<file path="src/rtl/traffic_sensor_conditioner.sv">
// Vehicle-loop sensor conditioner: synchronizes, debounces and gap-bridges two
// independent road sensors, with saturating vehicle counts and stuck-sensor detection.

module traffic_sensor_channel #(
  parameter int DEB_CYCLES   = 4,
  parameter int HOLD_CYCLES  = 8,
  parameter int STUCK_CYCLES = 64,
  parameter int CNT_W        = 8
) (
  input  logic             clk,
  input  logic             reset,
  input  logic             sensor,
  input  logic             count_clr,
  output logic             traffic,
  output logic [CNT_W-1:0] count,
  output logic             fault
);

  localparam int DW = $clog2(DEB_CYCLES + 1);
  localparam int HW = $clog2(HOLD_CYCLES + 1);
  localparam int SW = $clog2(STUCK_CYCLES + 1);

  localparam logic [1:0] ST_IDLE    = 2'd0;
  localparam logic [1:0] ST_QUAL    = 2'd1;
  localparam logic [1:0] ST_PRESENT = 2'd2;
  localparam logic [1:0] ST_HOLD    = 2'd3;

  logic             sync1_q, sync1_d;
  logic             s_q, s_d;
  logic [1:0]       state_q, state_d;
  logic [DW-1:0]    deb_cnt_q, deb_cnt_d;
  logic [HW-1:0]    hold_cnt_q, hold_cnt_d;
  logic [SW-1:0]    stuck_cnt_q, stuck_cnt_d;
  logic [CNT_W-1:0] count_q, count_d;
  logic             fault_q, fault_d;
  logic             traffic_q, traffic_d;
  logic [DW-1:0]    deb_inc;
  logic             veh_inc;

  assign deb_inc = deb_cnt_q + DW'(1);

  always_comb begin
    sync1_d     = sensor;
    s_d         = sync1_q;
    state_d     = state_q;
    deb_cnt_d   = deb_cnt_q;
    hold_cnt_d  = hold_cnt_q;
    stuck_cnt_d = stuck_cnt_q;
    veh_inc     = 1'b0;

    case (state_q)
      ST_IDLE: begin
        if (s_q) begin
          deb_cnt_d = deb_inc;
          // DEB_CYCLES==1 qualifies on the very first high sample
          if (deb_inc >= DW'(DEB_CYCLES)) begin
            state_d = ST_PRESENT;
            veh_inc = 1'b1;
          end else begin
            state_d = ST_QUAL;
          end
        end
      end
      ST_QUAL: begin
        if (!s_q) begin
          state_d   = ST_IDLE;
          deb_cnt_d = '0;
        end else begin
          deb_cnt_d = deb_inc;
          if (deb_inc >= DW'(DEB_CYCLES)) begin
            state_d = ST_PRESENT;
            veh_inc = 1'b1;
          end
        end
      end
      ST_PRESENT: begin
        if (s_q) begin
          if (stuck_cnt_q != SW'(STUCK_CYCLES)) stuck_cnt_d = stuck_cnt_q + SW'(1);
        end else begin
          state_d     = ST_HOLD;
          hold_cnt_d  = '0;
          deb_cnt_d   = '0;
          stuck_cnt_d = '0;
        end
      end
      ST_HOLD: begin
        if (!s_q) begin
          deb_cnt_d  = '0;
          hold_cnt_d = hold_cnt_q + HW'(1);
          if (hold_cnt_d >= HW'(HOLD_CYCLES)) state_d = ST_IDLE;
        end else begin
          deb_cnt_d = deb_inc;
          if (deb_inc >= DW'(DEB_CYCLES)) begin
            state_d = ST_PRESENT;
            veh_inc = 1'b1;
          end
        end
      end
      default: state_d = ST_IDLE;
    endcase

    fault_d = fault_q | (stuck_cnt_d == SW'(STUCK_CYCLES));

    count_d = count_q;
    if (count_clr)                      count_d = '0;
    else if (veh_inc && count_q != '1)  count_d = count_q + CNT_W'(1);

    // a faulted sensor keeps requesting green regardless of the FSM
    traffic_d = (state_d == ST_PRESENT) || (state_d == ST_HOLD) || fault_d;
  end

  always_ff @(posedge clk or negedge reset) begin
    if (!reset) begin
      sync1_q     <= 1'b0;
      s_q         <= 1'b0;
      state_q     <= ST_IDLE;
      deb_cnt_q   <= '0;
      hold_cnt_q  <= '0;
      stuck_cnt_q <= '0;
      count_q     <= '0;
      fault_q     <= 1'b0;
      traffic_q   <= 1'b0;
    end else begin
      sync1_q     <= sync1_d;
      s_q         <= s_d;
      state_q     <= state_d;
      deb_cnt_q   <= deb_cnt_d;
      hold_cnt_q  <= hold_cnt_d;
      stuck_cnt_q <= stuck_cnt_d;
      count_q     <= count_d;
      fault_q     <= fault_d;
      traffic_q   <= traffic_d;
    end
  end

  assign traffic = traffic_q;
  assign count   = count_q;
  assign fault   = fault_q;

endmodule

module traffic_sensor_conditioner #(
  parameter int DEB_CYCLES   = 4,
  parameter int HOLD_CYCLES  = 8,
  parameter int STUCK_CYCLES = 64,
  parameter int CNT_W        = 8
) (
  input  logic             clk,
  input  logic             reset,
  input  logic             sensor_A,
  input  logic             sensor_B,
  input  logic             count_clr,
  output logic             traffic_A,
  output logic             traffic_B,
  output logic [CNT_W-1:0] count_A,
  output logic [CNT_W-1:0] count_B,
  output logic             fault_A,
  output logic             fault_B
);

  traffic_sensor_channel #(
    .DEB_CYCLES(DEB_CYCLES), .HOLD_CYCLES(HOLD_CYCLES),
    .STUCK_CYCLES(STUCK_CYCLES), .CNT_W(CNT_W)
  ) u_chan_a (
    .clk(clk), .reset(reset), .sensor(sensor_A), .count_clr(count_clr),
    .traffic(traffic_A), .count(count_A), .fault(fault_A)
  );

  traffic_sensor_channel #(
    .DEB_CYCLES(DEB_CYCLES), .HOLD_CYCLES(HOLD_CYCLES),
    .STUCK_CYCLES(STUCK_CYCLES), .CNT_W(CNT_W)
  ) u_chan_b (
    .clk(clk), .reset(reset), .sensor(sensor_B), .count_clr(count_clr),
    .traffic(traffic_B), .count(count_B), .fault(fault_B)
  );

endmodule

</file>
<file path="config.mk">
export PLATFORM = sky130hd
export DESIGN_NAME = traffic_sensor_conditioner
export DESIGN_NICKNAME = d
export VERILOG_FILES = /design/src/rtl/traffic_sensor_conditioner.sv
export SDC_FILE = /design/constraint.sdc
export NUM_CORES = 1
export LEC_CHECK = 0
export ABC_AREA = 0
export CAP_MARGIN = 20
export CELL_PAD_IN_SITES_DETAIL_PLACEMENT = 1
export CELL_PAD_IN_SITES_GLOBAL_PLACEMENT = 2
export CORE_ASPECT_RATIO = 0.6
export CORE_MARGIN = 3
export CORE_UTILIZATION = 30
export CTS_CLUSTER_SIZE = 14
export DETAILED_ROUTE_END_ITERATION = 10
export GPL_TIMING_DRIVEN = 0
export HOLD_SLACK_MARGIN = 0.05
export PLACE_DENSITY_LB_ADDON = 0.1
export SETUP_SLACK_MARGIN = 0.4
export SYNTH_ARGS = -nofsm -noshare
export SYNTH_HDL_FRONTEND = slang
export SYNTH_SLANG_ARGS = --single-unit
</file>
<file path="constraint.sdc">
create_clock -name clk -period 1.8 [get_ports clk]
set_clock_uncertainty 0.15 [all_clocks]
set_input_delay 0.36 -clock clk [delete_from_list [all_inputs] [get_ports clk]]
set_output_delay 0.36 -clock clk [all_outputs]
set_load 0.05 [all_outputs]
</file>
==> impl_metrics.json <==
{
  "setup_slack_ps": -116.4,
  "synth_cells": 332,
  "path_cells": "ha_4 -> xor2_4 -> nand3_4 -> buf_6 -> nor3b_2 -> xnor2_1 -> nor2_1",
  "finalWeightedCongestion": 0.7820,
  "syn_area_um2": 3183,
  "setup_tns_ps": -1247,
  "clock-sinks": 56,
  "syn_area_per_cell_um2": 9.588,
  "grt_antenna_before_repair": 0,
  "slew_headroom_pct": 50.60,
  "finalMaxSlewViolations": 0,
  "synth_flop_cell": "dfrtp_1",
  "clkLatencyLatePin_ps": 300,
  "cp_slowest_stage_delay_ps": 420,
  "critPathCaptureType": "register",
  "core-area_um2": 10090,
  "finalCoreUtilization_pct": 50.52,
  "grt_pass1_vias": 2948,
  "max_cap_viol_count": 0,
  "p_clk_share_pct": 17.8,
  "critPathSlowestCell": "dfrtp_1",
  "seq_area_frac_synth_pct": 44.03,
  "synth_warnings": 0,
  "cp.arrival_ps": 1940,
  "startpoint_type": "register",
  "wire_per_inst_um": 19.20,
  "gr-total-overflow": 0,
  "synth.top_cell.area_share_pct": 44.03,
  "nets": 441,
  "ir_drop_uv": 506.9,
  "switchingPower_mw": 2.294,
  "io_pins": 25,
  "synth_seq_cells": 56,
  "timing.hold.ws_ps": -39.03,
  "yosys-top-cells-count": "dfrtp_1 (56), nand2_1 (37), nor2_1 (28)",
  "power_density_nw_per_um2": 1128,
  "yosysMostFrequentCell": "dfrtp_1",
  "p_int_mw": 3.455,
  "via_per_inst": 5.214,
  "nFillCells": 1067,
  "instances_no_fill": 562,
  "hold_violations": 28,
  "fp-row-count": 28,
  "violations": "negative hold slack, negative setup slack",
  "cts-root-buf": "clkbuf_16",
  "worst-slew-pin-transition_ps": 740.9,
  "rsz0062_at_grt": "yes",
  "die_h_um": 85.79,
  "path_class": "register to register",
  "cts_tree": "built",
  "post-dp-hpwl_um": 6273,
  "ys_types": 62,
  "track_usage_pct": 16.80,
  "outcome": "finished, violations left",
  "cts_inserted_buffers": 5,
  "period_minus_slack_ps": 1916,
  "crit_fanout": 7,
  "die_w_um": 139.0,
  "clockBufferDepth": 2,
  "pwr-share-comb_pct": 51.2,
  "grt_max_degree": 30,
  "start_util_pct": 31.55,
  "synthToLayoutAreaGrowth_pct": 60.14,
  "p_leak_nw": 2.011,
  "drtAntennaViolNets": 0,
  "grt_pass1_wl_um": 16170,
  "ys_async_sr_fraction_pct": 100.0,
  "numPlacedInstances": 491,
  "worstPathRequired_ps": 1830,
  "min_path_type": "input pin to asynchronous set/reset pin",
  "timing.fmax_mhz": 521.8,
  "seq_power_share_pct": 31.0,
  "post_route_cells_drive_above_1_share_pct": 52.22,
  "portBuffers": 23,
  "synth_edf_count": 0,
  "drt-total-wl_um": 10790,
  "die_area_um2": 11920,
  "dr.pass1.iters": 4,
  "multi_input_area_um2": 2335,
  "finalCritPeriodShare_pct": 106.5,
  "diodes": 0,
  "synth_nets": 347,
  "setup_viol": 20,
  "register_area_um2": 1429,
  "drtIter0Drc": 160,
  "swShare_pct": 39.90,
  "synth_largest_area_cell": "dfrtp_1",
  "finalInstanceArea_um2": 5097,
  "drc_errors": 0,
  "post_dp_cell_area_um2": 3860,
  "synthTopCellsByArea": "dfrtp_1 (44%), nand2_1 (4.4%), ha_1 (3.9%)",
  "clk_pin_slew_ps": 80,
  "cts_max_level": 2,
  "num_vias": 2930
}
==> repair_timing <==
item,in CTS,in global routing
endpoints found under the setup margin,72,71
endpoints found under the hold margin,28,28
buffers inserted,31,32
pin swaps,38,39
cloned,0,0
resized for setup,200,78
==> registers in the layout, indices dropped and copies added (netlist names) <==
name	count
u_chan_b.deb_cnt_q	3
u_chan_b.s_q	1
u_chan_b.count	8
u_chan_b.s_d	1
u_chan_a.fault	1
u_chan_a.s_q	1
u_chan_b.stuck_cnt_q	7
u_chan_b.fault	1
u_chan_b.hold_cnt_q	4
u_chan_a.traffic	1
u_chan_a.stuck_cnt_q	7
u_chan_b.traffic	1
u_chan_b.state_q	2
u_chan_a.state_q	2
u_chan_a.count	8
u_chan_a.s_d	1
u_chan_a.hold_cnt_q	4
u_chan_a.deb_cnt_q	3
==> layout by cell type, fill, tap and decap left out, drive strengths merged, types with 3 or more instances in the layout <==
| cell type | count |
|---|---|
| o22ai | 9 |
| inv | 8 |
| nor4 | 5 |
| o2bb2ai | 4 |
| nand3 | 14 |
| dfrtp | 56 |
| a22oi | 9 |
| buf | 93 |
| nor2 | 28 |
| o21ai | 21 |
| a21oi | 13 |
| mux2i | 5 |
| o21bai | 3 |
| a21o | 3 |
| nor3b | 3 |
| a31oi | 5 |
| clkinvlp | 3 |
| nand2b | 6 |
| xnor2 | 14 |
| nor2b | 7 |
| ha | 10 |
| nor3 | 7 |
| o31ai | 3 |
| clkbuf | 12 |
| xor2 | 3 |
| and3 | 5 |
| nand2 | 37 |
==> critical path: cells and delay by family, from the launching register on <==
| family | cells | cell delay (ps) |
|---|---|---|
| XOR/XNOR | 2 | 400 |
| adder cells (fa/ha/maj) | 1 | 200 |
| buffers and inverters | 1 | 170 |
| flip-flops | 1 | 420 |
| AND/OR/NAND/NOR | 3 | 450 |
==> cell families after synthesis <==
| logic type | share of synthesized area [%] |
|---|---|
| and+or+nand+nor | 21.97 |
| AOI/OAI and AO/OA | 19.89 |
| DFF | 44.03 |
| buffers and inverters | 3.341 |
| xor gates and xnor gates | 4.914 |
| adders and majority gates | 3.931 |
| muxes | 1.926 |
==> worst paths after layout <==
check	from	endpoint	cells after the start	slack [ps]
worst min register to register	u_chan_b.s_d$_DFF_PN0_	u_chan_b.s_q$_DFF_PN0_	0	200
worst max register to register	u_chan_a.deb_cnt_q[1]$_DFFE_PN0P_	u_chan_a.count[2]$_DFFE_PN0P_	7	-120
worst min-delay path	reset	u_chan_a.stuck_cnt_q[2]$_DFF_PN0_	1	-40
max in group asynchronous	reset	u_chan_b.count[7]$_DFFE_PN0P_	2	900
worst max-delay path	u_chan_a.deb_cnt_q[1]$_DFFE_PN0P_	u_chan_a.count[2]$_DFFE_PN0P_	7	-120
min in group clk	u_chan_b.s_d$_DFF_PN0_	u_chan_b.s_q$_DFF_PN0_	0	200
==> routing by layer <==
metal	track usage, %	wire length, um	vias up
met5	0	0	-
met1	26.44	5799	1489
met3	3.398	259	6
li1	-	-	1395
met4	3.996	69	0
met2	23.29	4663	40
==> cell type report <==
type	instances	share of cell area, %
multi-input cells	252	45.80
flip-flops and latches	56	28.03
repair buffers	87	17.08
well taps	135	3.314
clock buffers	6	2.528
plain buffers	14	2.111
inverters	10	0.8837
clock inverters	2	0.2455
==> per-stage QoR <==
| stage | total power [mW] | hold WS, ps | setup slack, ps |
|---|---|---|---|
| global route | 6.126 | 16.77 | -184.8 |
| CTS | 5.079 | -16.89 | -77.26 |
| floorplan | 3.026 | -85.59 | -30.31 |
| global placement | 3.450 | 183.0 | -2016 |
| detailed placement | 3.508 | 186.3 | -230.8 |
| finish | 5.749 | -39.03 | -116.4 |
==> power groups by stage <==
stage / clock network (mW) / logic (mW) / registers (mW)
after global routing: 1.13 / 3.18 / 1.82
after detailed placement: 0 / 1.70 / 1.81
after CTS: 1.05 / 2.28 / 1.76
after global placement: 0 / 1.64 / 1.81
after floorplan: 0 / 1.20 / 1.83
final: 1.02 / 2.94 / 1.78
Note: power is estimated with default switching activity, not from simulation.
==> variant 1, RTL diff (same flow settings) <==
Register the output `count_A`; this adds one clock of latency there. The other outputs are not delayed to match.
--- a/src/rtl/traffic_sensor_conditioner.sv
+++ b/src/rtl/traffic_sensor_conditioner.sv
@@ -159,4 +159,6 @@
 );
 
+  logic [CNT_W-1:0] count_A_d;
+
   traffic_sensor_channel #(
     .DEB_CYCLES(DEB_CYCLES), .HOLD_CYCLES(HOLD_CYCLES),
@@ -164,5 +166,5 @@
   ) u_chan_a (
     .clk(clk), .reset(reset), .sensor(sensor_A), .count_clr(count_clr),
-    .traffic(traffic_A), .count(count_A), .fault(fault_A)
+    .traffic(traffic_A), .count(count_A_d), .fault(fault_A)
   );
 
@@ -175,4 +177,8 @@
   );
 
+  always_ff @(posedge clk) begin
+      count_A <= count_A_d;
+  end
+
 endmodule
 
Function: changed (a bounded check fails within 10 cycles, from zero or initial values and one cycle with reset low).
==> variant 1 against the unedited design <==
- the flow still finishes with violations (hold timing, setup timing)
- worst setup slack got worse by 100 ps
- hold slack lost 10 ps
- critical path depth up 2
- design area grew 8.2%
- sequential share of layout area rose by 0.64 points
- sequential cell count grew 8
- power grew 34%
- routed wire length grew 2.3%
- die area is 3.7% higher
- synthesized area is 3.9% higher
- via count grew 3.7%
- clock power up 85%
- highest routed layer unchanged
==> variant 1: results (changes against the unedited design) <==
{| class="wikitable"
! Metric !! Value
|-
| Status || finished, violations left
|-
| Violations in the final reports || hold timing, setup timing
|-
| Adder-cell area share of the yosys netlist || 3.78% (-0.15 points)
|-
| Number of vias after detailed routing || 3039 (+3.7%)
|-
| Number of nets in the layout || 481 (+9.1%)
|-
| Peak VDD IR || 0.554 mV (+9.3%)
|-
| Largest net degree at the start of global routing || 57 (+90%)
|-
| Post-place instance area || 3850 sq um (-0.32%)
|-
| Number of cells after detailed placement || 511 (+4.1%)
|-
| Endpoint of the lowest-slack register-to-register path || u_chan_b.traffic$_DFF_PN0_
|-
| Gpl congestion || 0.763 (-2.4%)
|-
| Share of synthesized area spent on multiplexers || 2.84% (+0.91 points)
|-
| Global routing usage on met3 || 4.11% (+0.72 points)
|-
| DRC marker count from the first detailed-route iteration || 129 (-19%)
|-
| Fraction of synthesis flops using an asynchronous set or reset pin || 87.5% (-13 points)
|-
| Met1 capacity usage during global routing || 24.6% (-1.9 points)
|-
| Cell depth of the worst flop-to-flop path || 9 (+2)
|-
| Via/cell ratio || 4.98 (-4.4%)
|-
| Share of the synthesized area in compound gates (AO/OA/AOI/OAI) || 15.5% (-4.4 points)
|-
| Htree depth || 3 (+1)
|-
| Sequential element share of the synthesized area || 47.2% (+3.2 points)
|-
| WL/cell || 18.1 um (-5.8%)
|-
| Clock network latency to the later pin of the worst-skew pair || 330 ps (+30 ps)
|-
| Number of buffers created by CTS || 9 (+4)
|-
| First-pass GRT wire length || 16400 um (+1.3%)
|-
| Proportion of layout cells with a drive suffix above 1 || 52.4% (+0.22 points)
|-
| Largest cells by area after synthesis || dfrtp_1 42%, nand2_1 5.7%, dfxtp_1 4.8%
|-
| Count of cell types in the netlist || 60 (-3.2%)
|-
| Top fanout value on the critical path || 6 (-1)
|-
| Final worst setup slack || -221 ps (-105 ps)
|-
| Global routing met2 resource utilization || 25.1% (+1.8 points)
|-
| Total Routing Usage GR || 16.9% (+0.076 points)
|-
| Final Hold Viols || 56 (+100%)
|-
| Final setup violation count || 21 (+5.0%)
|-
| Leakage Power || 2.37 nW (+18%)
|-
| Final-layout setup total negative slack || -1830 ps (-578 ps)
|-
| Layout filler cell count || 1156 (+8.3%)
|-
| Half-perimeter wire length of the detailed placement result || 6140 um (-2.2%)
|-
| Mean Syn Cell Area || 9.48 sq um (-1.1%)
|-
| Worst path arrival time || 2080 ps (+140 ps)
|-
| Transition time at the pin with the least slew margin || 780 ps (+38.7 ps)
|-
| Nets in the synthesized netlist || 364 (+4.9%)
|-
| Worst slack on hold paths || -49.4 ps (-10.4 ps)
|-
| Clk pin slew, worst setup/hold paths || 60 ps (-20 ps)
|-
| Critical R2R Launch || u_chan_b.stuck_cnt_q[0]$_DFF_PN0_
|-
| Vias in the first global route || 3119 (+5.8%)
|}
variant 1: what timing repair did:
action,4_1_cts,5_1_grt
endpoints found under the setup margin,67,61
setup buffers,44,39
endpoints found under the hold margin,56,52
pin swaps,25,33
resized for setup,243,80
variant 1: routing by layer:
layer	vias up	wire, um
met5	-	0
met4	0	61
met3	5	274
met2	30	4900
met1	1546	5800
li1	1458	-
variant 1: worst max-delay path: stages (launching register included):
cell     delay (ps)
dfrtp_2         460
ha_4            190
buf_4           120
buf_4           140
nand3_1          80
nand2_1          90
a21oi_2         150
o22ai_2         100
and2_4          170
a211o_1         240
variant 1: final cells by class:
cell class,instances,area (sq um),share of cell area (%)
Clock buffer,10,250,4.54
Inverter,9,41.3,0.748
Clock inverter,6,72.6,1.32
Multi-Input combinational cell,258,2200,39.9
Sequential cell,64,1580,28.7
Buffer,18,210,3.81
Tap cell,139,174,3.15
Timing Repair Buffer,106,986,17.9
variant 1: logic make-up (layout without fill, tap and decap cells):
group | Yosys count | count (layout)
buffers and inverters | 27 | 149
and+or+nand+nor | 144 | 144
adders and majority gates | 10 | 10
DFF | 64 | 64
xor gates and xnor gates | 18 | 18
muxes | 9 | 9
AOI/OAI and AO/OA | 77 | 77
variant 1: power by group:
part	internal, W	leakage [nW]	total [W]	switching (W)
clock network	0.00117	0.155	0.00189	0.000718
logic	0.00197	1.45	0.00379	0.00182
registers	0.00172	0.772	0.00206	0.000337
total	0.00486	2.37	0.00773	0.00287
variant 1: through the flow:
step | setup WS (ps) | total power, W
after floorplan | -83.9 | 0.00341
after global placement | -2160 | 0.00392
after detailed placement | -438 | 0.00397
after CTS | -177 | 0.00693
after global routing | -299 | 0.00816
final | -221 | 0.00773
==> variant 2, RTL diff (same settings) <==
Made on the original files. `DEB_CYCLES` is set to 4 in 2 places; all go to 8.
--- a/src/rtl/traffic_sensor_conditioner.sv
+++ b/src/rtl/traffic_sensor_conditioner.sv
@@ -3,5 +3,5 @@
 
 module traffic_sensor_channel #(
-  parameter int DEB_CYCLES   = 4,
+  parameter int DEB_CYCLES   = 8,
   parameter int HOLD_CYCLES  = 8,
   parameter int STUCK_CYCLES = 64,
@@ -141,5 +141,5 @@
 
 module traffic_sensor_conditioner #(
-  parameter int DEB_CYCLES   = 4,
+  parameter int DEB_CYCLES   = 8,
   parameter int HOLD_CYCLES  = 8,
   parameter int STUCK_CYCLES = 64,
Check against the original RTL: not equivalent (a bounded check fails within 10 cycles, from zero or initial values and one cycle with reset low).
==> variant 2 against the unedited design <==
- the run still ends with hold timing, setup timing left
- power increased by 15%
- worst setup slack worse by 120 ps
- die area fell by 2.5%
- design area up 0.61%
- routed wire length down 10%
- synthesized area fell by 2.6%
- sequential cell count grew 2
- first-iteration DRC count down 58%
==> variant 2: results (changes against the unedited design) <==
{| class="wikitable"
! Metric !! Value
|-
| Final Hold Viols || 58 (+110%)
|-
| Leakage Power || 2.29 nW (+14%)
|-
| Post-route met1 wirelength || 5070 um (-13%)
|-
| Top fanout value on the critical path || 4 (-3)
|-
| Htree depth || 3 (+1)
|-
| Adder-cell area share of the yosys netlist || 4.04% (+0.11 points)
|-
| WL/cell || 16.8 um (-13%)
|-
| Pre-antenna DRT Iters || 4 (unchanged)
|-
| Share of synthesized area spent on multiplexers || 3.92% (+2.0 points)
|-
| Total Routing Usage GR || 16.8% (about the same)
|-
| Number of setup buffers added after CTS || 37 (+19%)
|-
| Mean Syn Cell Area || 9.62 sq um (+0.39%)
|-
| Final-layout setup total negative slack || -2140 ps (-889 ps)
|-
| Number of cells after detailed placement || 480 (-2.2%)
|-
| Largest cells by area after synthesis || dfrtp_1 47%, xor2_1 4.8%, ha_1 4.0%
|-
| Xor/xnor share of the synthesized area || 5.65% (+0.74 points)
|-
| Wire length on met3 || 328 um (+27%)
|-
| Sequential element share of the synthesized area || 46.8% (+2.8 points)
|-
| Clk pin slew, worst setup/hold paths || 60 ps (-20 ps)
|-
| Total length of routed met2 wires || 4200 um (-10%)
|-
| Met1 capacity usage during global routing || 25.3% (-1.1 points)
|-
| Global routing usage on met3 || 4.61% (+1.2 points)
|-
| Final worst setup slack || -241 ps (-125 ps)
|-
| Vias in the first global route || 2779 (-5.7%)
|-
| Number of buffers created by CTS || 9 (+4)
|-
| Global routing met2 resource utilization || 22.9% (-0.44 points)
|-
| Worst slack on hold paths || -60.9 ps (-21.9 ps)
|-
| Share of the synthesized area in compound gates (AO/OA/AOI/OAI) || 15.8% (-4.1 points)
|-
| Number of nets in the layout || 454 (+2.9%)
|-
| Family with the most delay on the worst path || compound AO/OA/AOI/OAI gates
|-
| Peak VDD IR || 0.779 mV (+54%)
|-
| Transition time at the pin with the least slew margin || 777 ps (+36.2 ps)
|-
| Clock network latency to the later pin of the worst-skew pair || 330 ps (+30 ps)
|-
| Post-place instance area || 3630 sq um (-6.0%)
|-
| Worst path arrival time || 2100 ps (+160 ps)
|-
| Final cell count without fillers || 578 (+2.8%)
|-
| Most common library cells after synthesis || 58 x dfrtp_1, 32 x nor2_1, 31 x nand2_1
|-
| Count of cell types in the netlist || 50 (-19%)
|-
| Proportion of layout cells with a drive suffix above 1 || 53.3% (+1.0 points)
|-
| First-pass GRT wire length || 15000 um (-7.4%)
|-
| Nets in the synthesized netlist || 337 (-2.9%)
|-
| Final setup violation count || 20 (unchanged)
|-
| Via/cell ratio || 4.97 (-4.7%)
|-
| Largest net degree at the start of global routing || 59 (+97%)
|-
| Biggest cell delay along the critical path || 450 ps (+30 ps)
|-
| Violations in the final reports || hold timing, setup timing
|-
| Status || finished, violations left
|-
| Number of resized instances in the post-cts repair step || 218 (+9.0%)
|-
| Half-perimeter wire length of the detailed placement result || 5570 um (-11%)
|-
| DRC marker count from the first detailed-route iteration || 67 (-58%)
|-
| Gpl congestion || 0.731 (-6.5%)
|}
variant 2: cell count changes in the layout (fill, tap and decap cells not counted), moves of 6 or more:
cell and delta:
buf_4 +14, xor2_1 +12, buf_6 +11, nand2_1 -11
xnor2_1 -10, nand4_1 +6
variant 2: through the flow:
step           hold WS (ps)  worst slack (ps)
6_report              -60.9              -241
5_1_grt                15.4              -325
4_1_cts               -3.19              -271
3_5_place_dp            186              -498
3_3_place_gp            185             -2170
2_1_floorplan         -85.6              -291
variant 2: worst paths after layout:
path,end,slack (ps),cells after the start,start
max in group asynchronous,u_chan_b.stuck_cnt_q[2]$_DFF_PN0_,970,1,reset
min reg2reg,u_chan_b.s_q$_DFF_PN0_,200,0,u_chan_b.s_d$_DFF_PN0_
min in group clk,u_chan_b.s_q$_DFF_PN0_,200,0,u_chan_b.s_d$_DFF_PN0_
max,u_chan_b.traffic$_DFF_PN0_,-240,6,u_chan_b.stuck_cnt_q[3]$_DFF_PN0_
min,u_chan_a.stuck_cnt_q[5]$_DFF_PN0_,-60,1,reset
max reg2reg,u_chan_b.traffic$_DFF_PN0_,-240,6,u_chan_b.stuck_cnt_q[3]$_DFF_PN0_
variant 2: kinds of logic after synthesis:
logic type	Yosys count
flops	58
xor+xnor	20
buf+inv	28
simple gates	120
compound gates	74
mux	12
fa+ha+maj	10
variant 2: power by group:
part	total [W]	switching, W	internal, W
Sequential	0.00188	0.000300	0.00158
Clock	0.00156	0.000606	0.000950
Combinational	0.00320	0.00148	0.00172
variant 2: cell type report:
class	count	area, sq um
multi-input cells	236	1990
flip-flops and latches	58	1480
clock inverters	4	20.0
fillers	1097	4820
plain buffers	14	156
repair buffers	106	1020
inverters	14	52.6
clock buffers	11	243
well taps	135	169
